## src/rtl/kmap_pkg.sv

```systemverilog
// Shared types and limits for the K-map sweep controller.
package kmap_pkg;

    typedef enum logic [1:0] {
        IDLE,
        WAIT,
        SAMPLE,
        DONE
    } state_t;

    localparam int MAX_SETTLE = 15;
    localparam int CNT_W      = $clog2(MAX_SETTLE + 1);

endpackage

```

## src/rtl/kmap_sweep_ctrl_settle_cnt.sv

```systemverilog
// Loadable down-counter; elapsed is high once the loaded hold time has run out.
module settle_cnt
    import kmap_pkg::*;
(
    input  logic             clk,
    input  logic             rst_n,
    input  logic             load,
    input  logic [CNT_W-1:0] load_val,
    input  logic             en,
    output logic             elapsed
);

    logic [CNT_W-1:0] cnt;

    always_ff @(posedge clk or negedge rst_n) begin
        if (!rst_n) begin
            cnt <= '0;
        end else if (load) begin
            cnt <= load_val;
        end else if (en && (cnt != '0)) begin
            cnt <= cnt - 1'b1;
        end
    end

    assign elapsed = (cnt == '0);

endmodule

```

## src/rtl/kmap_sweep_ctrl.sv

```systemverilog
// Drives an N_IN-input combinational block through every code and records its truth table.
// Optional golden-table compare is enabled by defining KMAP_CHECK_EN.
module kmap_sweep_ctrl
    import kmap_pkg::*;
#(
    parameter int N_IN   = 4,
    parameter int SETTLE = 1
) (
    input  logic                 clk,
    input  logic                 rst_n,
    input  logic                 start,
    output logic [N_IN-1:0]      vec_out,
    input  logic                 f_in,
    output logic                 busy,
    output logic                 done,
    output logic [2**N_IN-1:0]   table_out,
`ifdef KMAP_CHECK_EN
    input  logic [2**N_IN-1:0]   golden,
    output logic                 mismatch,
    output logic [N_IN-1:0]      first_fail,
`endif
    output logic [N_IN:0]        ones_cnt
);

    localparam logic [CNT_W-1:0] SETTLE_LD = CNT_W'(SETTLE - 1);
    localparam logic [N_IN-1:0]  LAST_CODE = '1;

    state_t state;
    logic   cnt_load;
    logic   settled;

`ifdef KMAP_CHECK_EN
    logic [2**N_IN-1:0] golden_q;
`endif

    // The hold counter restarts for every code, both on an accepted start and on each advance.
    assign cnt_load = ((state == IDLE) && start) ||
                      ((state == SAMPLE) && (vec_out != LAST_CODE));

    settle_cnt u_settle (
        .clk      (clk),
        .rst_n    (rst_n),
        .load     (cnt_load),
        .load_val (SETTLE_LD),
        .en       (state == WAIT),
        .elapsed  (settled)
    );

    always_ff @(posedge clk or negedge rst_n) begin
        if (!rst_n) begin
            state     <= IDLE;
            vec_out   <= '0;
            busy      <= 1'b0;
            done      <= 1'b0;
            table_out <= '0;
            ones_cnt  <= '0;
`ifdef KMAP_CHECK_EN
            golden_q   <= '0;
            mismatch   <= 1'b0;
            first_fail <= '0;
`endif
        end else begin
            done <= 1'b0;
            case (state)
                IDLE: begin
                    if (start) begin
                        vec_out   <= '0;
                        table_out <= '0;
                        ones_cnt  <= '0;
                        busy      <= 1'b1;
                        state     <= WAIT;
`ifdef KMAP_CHECK_EN
                        golden_q   <= golden;
                        mismatch   <= 1'b0;
                        first_fail <= '0;
`endif
                    end
                end
                WAIT: begin
                    if (settled) begin
                        state <= SAMPLE;
                    end
                end
                SAMPLE: begin
                    table_out[vec_out] <= f_in;
                    ones_cnt           <= ones_cnt + (N_IN + 1)'(f_in);
`ifdef KMAP_CHECK_EN
                    // Only the first miss of a sweep is reported.
                    if ((f_in != golden_q[vec_out]) && !mismatch) begin
                        mismatch   <= 1'b1;
                        first_fail <= vec_out;
                    end
`endif
                    if (vec_out == LAST_CODE) begin
                        busy  <= 1'b0;
                        done  <= 1'b1;
                        state <= DONE;
                    end else begin
                        vec_out <= vec_out + 1'b1;
                        state   <= WAIT;
                    end
                end
                DONE: begin
                    state <= IDLE;
                end
                default: begin
                    state <= IDLE;
                end
            endcase
        end
    end

endmodule
```

## config.mk

```make
export PLATFORM = sky130hd
export DESIGN_NAME = kmap_sweep_ctrl
export DESIGN_NICKNAME = d
export VERILOG_FILES = /design/src/rtl/kmap_pkg.sv /design/src/rtl/kmap_sweep_ctrl_settle_cnt.sv /design/src/rtl/kmap_sweep_ctrl.sv
export SDC_FILE = /design/constraint.sdc
export NUM_CORES = 1
export LEC_CHECK = 0
export ABC_AREA = 1
export CORE_UTILIZATION = 53
export CTS_BUF_LIST = sky130_fd_sc_hd__clkbuf_2 sky130_fd_sc_hd__clkbuf_4 sky130_fd_sc_hd__clkbuf_8
export CTS_CLUSTER_SIZE = 20
export DETAILED_ROUTE_END_ITERATION = 10
export GPL_TIMING_DRIVEN = 0
export PLACE_DENSITY = 0.81
export SYNTH_ARGS = -nofsm -noshare
export SYNTH_HDL_FRONTEND = slang
export SYNTH_SLANG_ARGS = --single-unit
```

## constraint.sdc

```tcl
create_clock -name clk -period 1.5 [get_ports clk]
set_clock_uncertainty 0.05 [all_clocks]
set_input_delay 0.45 -clock clk [delete_from_list [all_inputs] [get_ports clk]]
set_output_delay 0.45 -clock clk [all_outputs]
set_load 0.05 [all_outputs]
```

Yosys cells after proc, flatten, opt, wreduce, memory -nomap -nowiden

Cells that the tools add are included.

Register bits: 33
Memory bits (read-only): 0
Bits in latches: 0
Logic and storage cells: 56
Memories kept: 0
Bits in writable memories: 0
Output and inout bits: 27

Reductions and logical operators: 14
Shifts and indexed selects: 0
Divide/modulo/power cells: 0
Multiply operators: 0
Order comparisons: 2
$add $sub $neg: 3
Bitwise logic cells: 0
Mux-type cells: 21
Equality and inequality tests: 9

Operators by type and width:

| kind                | number |
|---|---|
| $pmux 16 s2         | 1 |
| $bwmux 16           | 1 |
| $mux 16             | 1 |
| $mux 4              | 4 |
| $pmux 5 s2          | 1 |
| $pmux 2 s4          | 1 |
| $pmux 4 s2          | 1 |
| $mux 2              | 3 |
| $ne 2x2->1 const B  | 3 |
| $reduce_and 3->1    | 2 |
| $add 5x1->5         | 1 |
| $lt 4x5->1 const B  | 1 |
| $mux 1              | 5 |
| $mux 5              | 1 |
| $add 4x1->4 const B | 1 |
| $demux 1 s4         | 1 |
| $eq 2x2->1 const B  | 2 |
| $eq 4x4->1 const B  | 1 |
| $ge 4x1->1 const B  | 1 |
| $logic_and 1x1->1   | 4 |
| $logic_not 4->1     | 1 |
| $ne 4x4->1 const B  | 1 |
| $reduce_and 2->1    | 2 |
| $reduce_bool 2->1   | 2 |
| other kinds (7)     | 7 |

Longest topological paths before layout

Word-level depth: 6
Mapped depth: 7
Mapped depth without buffers: 7

Hierarchy

From an unflattened synthesis, not the netlist that was laid out.

Cells, all modules: 219
Area, all modules: 1756.7 µm²

By module, submodules not included:

| module          | instances | area each (µm²) | cells each | seq. area each (µm²) |
|---|---|---|---|---|
| kmap_sweep_ctrl | 1         | 1461.4          | 173        | 725.7 |
| settle_cnt      | 1         | 295.3           | 46         | 100.1 |

Least setup slack after synthesis

OpenSTA, ideal clock, no wires.

Path kind: register to register
From: register vec_out[0]
To: register vec_out[2]
Path buffers: 0
Clock period less this slack: 1.717 ns
Setup slack: -0.217 ns
Library setup time: 0.119 ns
Cell stages (with the launch flop): 7
Arrival time: 1.548 ns
Cell sequence: dfrtp_1 > ha_1 > nand3_1 > nand2_1 > nand2_2 > a21oi_1 > nor2_1

Longest elaborated chain between the ends: 3

Ends and longest elaborated chain:

| item                                                  | RTL line                                     | text |
|---|---|---|
| start, declared                                       | kmap_sweep_ctrl.sv:12                        | `output logic [N_IN-1:0] vec_out,` |
| start signal, assigned                                | kmap_sweep_ctrl.sv:99                        | `vec_out <= vec_out + 1'b1;` |
| $add 4x1->4 / $eq 4x4->1 (equally long branches)      | kmap_sweep_ctrl.sv:99, kmap_sweep_ctrl.sv:94 |  |
| $mux 4 / $ne 2x2->1 (equally long branches)           | n/a                                          |  |
| $pmux 4 s2 / $reduce_and 3->1 (equally long branches) | n/a                                          |  |

Parallel ways exist; a longest one is shown, timed or not. The select of a mux whose other input is x is not followed.
A chain may end at the register's enable or synchronous reset.

Worst setup path after layout

From: register vec_out[3]
To: output vec_out[3]

No word-level cell between the ends.

==> results.toml <==
[detailed_routing]
drc = 3
drtIter0Drc = 49
antenna_left = 0
wl_um = 3760
drt_first_pass_iters = 7
vias_per_cell = 5.51
vias = 1520
wl_per_cell_um = 13.6

[grt]
grt-ovfl-total = 0
antenna_found_initial = 0
grt_max_degree = 34
grt_pass1_vias = 1390
grt_pass1_wl_um = 6020
grt_usage = 0.237

[outcome]
violations = "design-rule violations"
status = "finished with violations"

[yosys]
synth_seq_area_share = 0.497
synth.distinct_cells = 21
synthArstFlopShare = 1.00
synth_area_per_cell_sq_um = 8.23
synth_cells = 202
ys_warn_count = 0
synth-main-ff-cell = "dfrtp_1"
syn_area_sq_um = 1660
synth_edf_count = 0
synth.net_count = 214
synth_seq_cells = 33

[placed_design]
portBuffers = 30
gp_congestion = 0.839
hpwl_um = 2560

[die]
die_h_um = 58.0
io_pins = 31
rows = 19
initial_core_util = 0.583
dieWidth_um = 58.0
die_area_sq_um = 3370
design.core.area_sq_um = 2850

[worst_setup_path]
worst_setup_path_end_kind = "output port"
worstReg2RegStart = "vec_out[0]"
r2r-end = "table_out[14]"
cp-start-kind = "flip-flop"
cp.arrival_ns = 0.97
critPathBufInv = 1
worstPathCellList = "buf_6"
critPathSlowestCell = "dfrtp_2"
critPathTopFamily = "flip-flops"
r2r_slack_ns = 0.09
r2r_cells = 8
required_ns = 1.00
slowest_delay_ns = 0.47
cp_max_fo = 5
worst-setup-path-type = "flip-flop to output port"

[timing]
fmax_ghz = 0.679
worstMarginPinSlew_ns = 0.719
grt_setup_unrepaired = "true"
slew_viol_final = 0
maxSlewHeadroom = 0.521
fin_crit_sh = 0.983
whs_ns = 0.109
finalHoldViolations = 0
post-route-min-period_ns = 1.47
tns_ns = 0
setup-violations-final = 0

[pwr]
peakVddDrop_uv = 1280
p_total_mw = 3.65
p_per_area_nw_per_um2 = 1750
power_leakage_nw = 1.05

[cells_and_area]
n_antenna_cell = 0
nets = 256
fin_util = 0.729
syn2layout_area_growth_pct = 25.1
final_common_cell = "nand2_1"
final_cell_mix = "nand2_1 (55), dfrtp_1 (29), nor2_1 (28)"
drive_gt1_frac = 0.261

[worst_hold_path]
hp-class = "input port to asynchronous set/reset pin"

[clocking]
cts_buffer_depth = 2
cts.htree.levels = 2
clk_pin_slew_ns = 0.10
cts_tree = "done"
clock-root-buffer = "clkbuf_4"
clock_latency_ns = 0.33
numCtsBuffers = 5
cts_hold_buf = 0
cts.sinks = 33

[job]
drv_cap = 0
[sequential cells by signal, summed over array words and instances, names as in the netlist]
register and cells:
u_settle.cnt 4, vec_out 4, done 1, busy 1
state 2, ones_cnt 5, table_out 16
[synth_stat cells, types with 3 or more instances]
master	instances	area share
a21oi_1	5	0.015
o21ai_0	11	0.033
nand2_2	3	0.011
nand3_1	14	0.042
ha_1	8	0.060
nand2_1	56	0.13
dfrtp_1	33	0.50
inv_1	17	0.038
nor2_1	28	0.063
o22ai_1	12	0.045
[metrics by stage]
| stage | cells | setup WS, ns | cell area, sq um |
|---|---|---|---|
| 6_report | 276 | 0.0262 | 2080 |
| 5_1_grt | 276 | -0.0158 | 2080 |
| 4_1_cts | 274 | -0.000969 | 1990 |
| 3_5_place_dp | 263 | -0.517 | 2010 |
| 3_3_place_gp | 263 | -0.795 | 2020 |
| 2_1_floorplan | 202 | 0.0312 | 1680 |
[logic make-up after synthesis]
group | after synthesis | share of synthesized area
xor+xnor | 1 | 0.00527
buf+inv | 24 | 0.0670
compound gates | 30 | 0.101
flops | 33 | 0.497
fa+ha+maj | 8 | 0.0602
simple gates | 106 | 0.270
[power by group]
| group | switching, mW | internal (mW) | leakage [nW] | total (mW) |
|---|---|---|---|---|
| Sequential | 0.140 | 1.07 | 0.437 | 1.21 |
| Combinational | 1.28 | 0.608 | 0.575 | 1.89 |
| Clock | 0.285 | 0.267 | 0.0394 | 0.552 |
| Total | 1.70 | 1.94 | 1.05 | 3.65 |
[how the worst max path moves through the flow]
stage / from / to / slack [ns] / cells after the start
6_report: vec_out[3] / vec_out[3] / 0.03 / 1
5_1_grt: vec_out[1] / vec_out[1] / -0.02 / 1
4_1_cts: vec_out[3] / vec_out[3] / -0.001 / 1
3_5_place_dp: f_in / ones_cnt[2] / -0.52 / 6
3_3_place_gp: rst_n / vec_out[2] / -0.80 / 1
2_1_floorplan: ones_cnt[0] / ones_cnt[4] / 0.03 / 6
[per-layer routing]
| metal | global-route usage | vias up | share of wire |
|---|---|---|---|
| met5 | 0 | - | 0 |
| met4 | 0.0816 | 0 | 0.0037 |
| met3 | 0.0670 | 2 | 0.053 |
| met2 | 0.366 | 49 | 0.49 |
| met1 | 0.324 | 731 | 0.45 |
| li1 | - | 738 | - |
[layout make-up]
type,count,area (sq um)
repair buffers,35,250
well taps,31,38.8
clock buffers,8,66.3
fillers,236,772
plain buffers,5,40.0
flip-flops and latches,33,831
inverters,19,71.3
multi-input cells,145,783
[timing repair]
| action | CTS | global route |
|---|---|---|
| endpoints found under the setup margin | 30 | 19 |
| gates cloned | 0 | 0 |
| pin swaps | 0 | 1 |
| buffers inserted | 3 | 2 |
| resized for setup | 145 | 20 |
No activity file was read; power rests on OpenSTA's default activity.
